--- config.mk ---
export PLATFORM = sky130hd
export DESIGN_NAME = byte_word_packer
export DESIGN_NICKNAME = d
export VERILOG_FILES = /design/src/rtl/byte_word_packer.sv
export SDC_FILE = /design/constraint.sdc
export NUM_CORES = 1
export LEC_CHECK = 0
export BUFFER_PORTS_ARGS = -buffer_cell sky130_fd_sc_hd__buf_2
export CAP_MARGIN = 20
export CORE_MARGIN = 2
export CORE_UTILIZATION = 50
export CTS_CLUSTER_SIZE = 20
export DETAILED_ROUTE_END_ITERATION = 8
export MAX_ROUTING_LAYER = met4
export PLACE_DENSITY = 0.7
export SYNTH_ARGS = -nofsm -noshare
export SYNTH_HDL_FRONTEND = slang
export SYNTH_SLANG_ARGS = --single-unit
--- constraint.sdc ---
create_clock -name wb_clk_i -period 5.03 [get_ports wb_clk_i]
set_input_delay 0.503 -clock wb_clk_i [delete_from_list [all_inputs] [get_ports wb_clk_i]]
set_output_delay 0.503 -clock wb_clk_i [all_outputs]
set_load 0.02 [all_outputs]
--- src/rtl/byte_word_packer.sv ---
// byte_word_packer
//   Packs a byte stream into 32-bit little-endian words. Bytes arrive one per
//   cycle on a valid/ready port; the first byte of a word lands in [7:0].
//   A flush pulse closes a partial word early and zero-fills the upper lanes.
//   There are two storage stages: an accumulator being filled and an output
//   register being presented. When the output register is still occupied at
//   close time, the accumulator freezes (HOLD) until the output register
//   frees up.
//
// Ports
//   wb_clk_i      clock, all logic on the rising edge
//   wb_rst_i      synchronous active-high reset
//   byte_valid_i  byte_i carries a byte this cycle
//   byte_i        input byte
//   byte_ready_o  packer accepts a byte this cycle
//   flush_i       close the current partial word (single-cycle pulse)
//   word_valid_o  word_o / word_bytes_o are valid
//   word_o        packed word, first byte in [7:0]
//   word_bytes_o  number of valid bytes in word_o (1..4)
//   word_ready_i  consumer takes the word this cycle
//   byte_sel_o    lane the next accepted byte will fill
//   drop_cnt_o    saturating count of bytes offered while not ready

module byte_word_packer #(
  parameter int DROP_W = 8
) (
  input  logic              wb_clk_i,
  input  logic              wb_rst_i,
  input  logic              byte_valid_i,
  input  logic [7:0]        byte_i,
  output logic              byte_ready_o,
  input  logic              flush_i,
  output logic              word_valid_o,
  output logic [31:0]       word_o,
  output logic [2:0]        word_bytes_o,
  input  logic              word_ready_i,
  output logic [1:0]        byte_sel_o,
  output logic [DROP_W-1:0] drop_cnt_o
);

  typedef enum logic {
    FILL = 1'b0,
    HOLD = 1'b1
  } state_t;

  state_t              state_q, state_d;
  logic [31:0]         acc_q, acc_d;
  logic [1:0]          idx_q, idx_d;
  logic [2:0]          hold_bytes_q, hold_bytes_d;
  logic [31:0]         word_q, word_d;
  logic [2:0]          word_bytes_q, word_bytes_d;
  logic                word_valid_q, word_valid_d;
  logic [DROP_W-1:0]   drop_cnt_q, drop_cnt_d;

  logic                byte_ready;
  logic                accept;
  logic                drain;
  logic                out_free;
  logic                close;
  logic [2:0]          fill_cnt;
  logic [31:0]         merged;
  logic [31:0]         closed;

  // Handshake terms plus the "closed" view of the accumulator: the current
  // byte (if any) merged into its lane, and every lane at or above the final
  // byte count forced to zero so a flushed word never carries stale data.
  always_comb begin
    byte_ready = !wb_rst_i && (state_q == FILL);
    accept     = byte_valid_i && byte_ready;
    drain      = word_valid_q && word_ready_i;
    out_free   = !word_valid_q || drain;

    merged = acc_q;
    if (accept) begin
      merged[8*idx_q +: 8] = byte_i;
    end

    fill_cnt = {1'b0, idx_q} + {2'b00, accept};

    // A byte arriving with the flush is counted first; a flush with nothing
    // collected is a no-op so no empty word is ever produced.
    close = (state_q == FILL) &&
            ((accept && (idx_q == 2'd3)) || (flush_i && (fill_cnt != 3'd0)));

    closed = '0;
    for (int i = 0; i < 4; i++) begin
      if (3'(i) < fill_cnt) begin
        closed[8*i +: 8] = merged[8*i +: 8];
      end
    end
  end

  // Next-state logic. The output register is reloaded either directly from a
  // closing accumulator or from a held word, and a drain in the same cycle as
  // a reload keeps word_valid high so back-to-back words have no bubble.
  always_comb begin
    state_d      = state_q;
    acc_d        = acc_q;
    idx_d        = idx_q;
    hold_bytes_d = hold_bytes_q;
    word_d       = word_q;
    word_bytes_d = word_bytes_q;
    word_valid_d = word_valid_q;
    drop_cnt_d   = drop_cnt_q;

    if (drain) begin
      word_valid_d = 1'b0;
    end

    unique case (state_q)
      FILL: begin
        if (close) begin
          idx_d = 2'd0;
          if (out_free) begin
            word_d       = closed;
            word_bytes_d = fill_cnt;
            word_valid_d = 1'b1;
            acc_d        = '0;
          end else begin
            acc_d        = closed;
            hold_bytes_d = fill_cnt;
            state_d      = HOLD;
          end
        end else if (accept) begin
          acc_d = merged;
          idx_d = idx_q + 2'd1;
        end
      end
      HOLD: begin
        if (out_free) begin
          word_d       = acc_q;
          word_bytes_d = hold_bytes_q;
          word_valid_d = 1'b1;
          acc_d        = '0;
          state_d      = FILL;
        end
      end
      default: state_d = FILL;
    endcase

    // Dropped-byte counter sticks at all-ones instead of wrapping.
    if (byte_valid_i && !byte_ready && !wb_rst_i && (drop_cnt_q != '1)) begin
      drop_cnt_d = drop_cnt_q + DROP_W'(1);
    end
  end

  // State register; reset discards any partial or held word silently.
  always_ff @(posedge wb_clk_i) begin
    if (wb_rst_i) begin
      state_q      <= FILL;
      acc_q        <= '0;
      idx_q        <= '0;
      hold_bytes_q <= '0;
      word_q       <= '0;
      word_bytes_q <= '0;
      word_valid_q <= 1'b0;
      drop_cnt_q   <= '0;
    end else begin
      state_q      <= state_d;
      acc_q        <= acc_d;
      idx_q        <= idx_d;
      hold_bytes_q <= hold_bytes_d;
      word_q       <= word_d;
      word_bytes_q <= word_bytes_d;
      word_valid_q <= word_valid_d;
      drop_cnt_q   <= drop_cnt_d;
    end
  end

  assign byte_ready_o = byte_ready;
  assign word_valid_o = word_valid_q;
  assign word_o       = word_q;
  assign word_bytes_o = word_bytes_q;
  assign byte_sel_o   = idx_q;
  assign drop_cnt_o   = drop_cnt_q;

endmodule

==> impl_metrics.json <==
{
  "post_drt_wl_per_cell_um": 16.3,
  "overflow": 0,
  "hold_buffers": 0,
  "power_switching_uw": 441,
  "crit_required_ns": 5.33,
  "worstPathArrival_ns": 3.83,
  "cts_tree": "built",
  "dr_total_vias": 2998,
  "startpoint_type": "register",
  "syn2layout_area_growth_pct": 14.7,
  "combPwrFrac_pct": 18.0,
  "final_hold_viol_count": 0,
  "timing.fmax_mhz": 283,
  "initial_core_util_pct": 51.5,
  "synth_ff_type": "dfxtp_1",
  "die_y_um": 87.7,
  "cts_buffers": 9,
  "setup_viol": 0,
  "via_per_inst": 5.87,
  "ant_nets": 0,
  "synth_area_um2": 3500,
  "rows": 30,
  "cp_max_fo": 31,
  "yosysWarnings": 0,
  "first_iter_violations": 162,
  "clockBufferDepth": 2,
  "multi_input_area_um2": 1720,
  "ios": 60,
  "register_area_um2": 1640,
  "synthDistinctLibCells": 41,
  "postCtsResizedCells": 0,
  "place_inst": 494,
  "swShare_pct": 31.2,
  "first_pass_iters": 4,
  "powerDensity_nw_per_um2": 352,
  "clock_power_share_pct": 31.7,
  "tightest_slew_ns": 1.05,
  "yosysSeqAreaShare_pct": 46.9,
  "hp-class": "reg -> reg",
  "antenna_found_initial": 0,
  "seq_power_share_pct": 50.4,
  "root_buffer": "clkbuf_8",
  "synth-seq-cells": 82,
  "clkSlewWorstSetupHoldPaths_ns": 0.09,
  "diodes": 0,
  "p_leak_nw": 1.70,
  "clk_latency_ns": 0.36,
  "gp_congestion": 0.823,
  "instances_no_fill": 511,
  "synth_nets": 389,
  "coreArea_um2": 6790,
  "drt_wl_total_mm": 8.33,
  "synth_edf_count": 0,
  "dp_hpwl_mm": 5.54,
  "cts_setup_buffers": 0,
  "dieArea_um2": 7680,
  "status": "finished, final reports clean",
  "endpoint_kind": "register",
  "layout-drive-gt1-share_pct": 21.7,
  "syn_inst": 367,
  "grt_pass1_vias": 2730,
  "final_nets": 432,
  "rsz0062_at_grt": "false",
  "fin_skew_ns": 0.0120,
  "p_int_uw": 972,
  "final.period_utilization_pct": 70.3,
  "worstSetupPathType": "reg -> reg",
  "cts_num_sinks": 82,
  "grt_max_degree": 42,
  "die_w_um": 87.7,
  "slew_violations": 0,
  "max_slew_margin_pct": 30.2,
  "fill_cells": 582,
  "drc": 0,
  "track_usage_pct": 23.8,
  "syn_area_per_cell_um2": 9.54,
  "port_buffers": 59,
  "maxCapViolations": 0,
  "tns_ns": 0,
  "cts_htree_levels": 3,
  "peakVddDrop_uv": 227,
  "grt_pass1_wl_mm": 13.7,
  "async_reset_ff_share_pct": 0,
  "fin_crit_ns": 3.54
}
[kinds of logic after synthesis]
logic type | synth area share (%)
adders and majority gates | 3.22
muxes | 2.29
and+or+nand+nor | 15.3
xor gates and xnor gates | 1.50
AOI/OAI and AO/OA | 26.6
buffers and inverters | 4.11
DFF | 46.9
[per-stage QoR]
stage / setup slack [ns] / utilization (%) / cell area [µm²] / power [mW] / hold WS, ns
final: 1.49 / 59.1 / 4010 / 1.41 / 0.472
after global routing: 1.23 / 59.1 / 4010 / 1.48 / 0.496
after CTS: 1.51 / 58.7 / 3990 / 1.42 / 0.477
after detailed placement: 1.43 / 55.9 / 3800 / 0.977 / 0.457
after global placement: 1.57 / 55.9 / 3800 / 0.973 / 0.451
after floorplan: 2.01 / - / 3500 / 0.905 / 0.443
[cell type report]
type                            instances  share of cell area [%]
Clock buffer                           10                    3.43
Clock inverter                          6                    1.18
Inverter                                5                   0.468
Multi-Input combinational cell        251                    42.8
Sequential cell                        82                    40.9
Tap cell                               96                    2.99
Timing Repair Buffer                   61                    8.23
[power by group through the flow]
| stage | Combinational, mW | Clock (mW) | Sequential [mW] |
|---|---|---|---|
| global route | 0.280 | 0.481 | 0.716 |
| floorplan | 0.138 | 0 | 0.766 |
| global placement | 0.247 | 0 | 0.726 |
| detailed placement | 0.250 | 0 | 0.726 |
| finish | 0.254 | 0.447 | 0.711 |
| CTS | 0.252 | 0.454 | 0.711 |
[sequential cells by signal, indices dropped and copies added, names as in the netlist]
register / count
acc_q: 32
word_o: 32
drop_cnt_o: 8
hold_bytes_q: 3
word_bytes_o: 3
byte_sel_o: 2
state_q: 1
word_valid_o: 1
[cells in the final DEF, fill, tap and decap left out, types with 2 or more instances in the layout]
| cell type | count |
|---|---|
| a22o_1 | 22 |
| mux2i_1 | 8 |
| dfxtp_1 | 82 |
| clkinv_4 | 2 |
| ha_1 | 9 |
| buf_2 | 59 |
| nand3_1 | 3 |
| or2_2 | 3 |
| nor2_1 | 58 |
| nor2b_1 | 7 |
| a21o_1 | 2 |
| nor3_1 | 3 |
| o21ai_0 | 35 |
| clkbuf_8 | 10 |
| a221oi_1 | 31 |
| nand2b_1 | 3 |
| a21oi_1 | 11 |
| nand4_1 | 4 |
| and4_1 | 2 |
| inv_1 | 5 |
| xnor2_1 | 2 |
| xor2_1 | 4 |
| a211oi_1 | 4 |
| o211ai_1 | 2 |
| inv_6 | 2 |
| nor3b_4 | 3 |
| nand2_1 | 10 |
| a32o_1 | 10 |
| nor3_2 | 2 |
[cells in the mapped netlist, drive strengths merged (2+ instances only)]
cell | count | area [µm²]
buf | 13 | 65.1
nand3 | 3 | 15.0
mux2i | 8 | 80.1
ha | 9 | 113
a221oi | 31 | 272
clkbuf | 16 | 60.1
nor3 | 5 | 35.0
a22o | 22 | 193
nand4 | 5 | 37.5
o21ai | 36 | 180
o211ai | 2 | 15.0
nor2b | 7 | 43.8
xnor2 | 2 | 17.5
xor2 | 4 | 35.0
and4 | 2 | 17.5
a211oi | 4 | 30.0
a21o | 2 | 15.0
dfxtp | 82 | 1640
or2 | 3 | 18.8
nor2 | 59 | 221
a32o | 10 | 100
nor3b | 3 | 56.3
a21oi | 12 | 71.3
inv | 5 | 18.8
nand2b | 3 | 18.8
nand2 | 10 | 37.5
[worst max-delay path, stage by stage (launching register included)]
cell      delay (ns)
dfxtp_1         0.65
nor3b_4         0.56
ha_1            0.26
inv_1           0.05
ha_1            0.35
o31a_2          0.44
nor3b_4         0.30
or2_2           0.57
a221oi_1        0.14
nor2_1          0.15
[per-layer routing]
metal,part of all wire [%],vias to the layer above,wire [µm],global-route usage [%]
met2,46,79,3830,36.6
met3,5.3,10,438,3.39
met5,0,-,0,-
met4,1.6,0,131,9.23
li1,-,1455,-,-
met1,47,1454,3930,31.7
[worst paths after layout]
| kind | from | slack (ns) | end | depth (start not counted) |
|---|---|---|---|---|
| worst max-delay path | state_q$_SDFF_PP0_ | 1.49 | word_o[5]$_SDFFE_PP0P_ | 9 |
| worst min-delay path | acc_q[7]$_SDFFE_PP0P_ | 0.47 | acc_q[7]$_SDFFE_PP0P_ | 1 |
| worst max register to register | state_q$_SDFF_PP0_ | 1.49 | word_o[5]$_SDFFE_PP0P_ | 9 |
| worst min register to register | acc_q[7]$_SDFFE_PP0P_ | 0.47 | acc_q[7]$_SDFFE_PP0P_ | 1 |
Note: power is estimated with default switching activity, not from simulation.
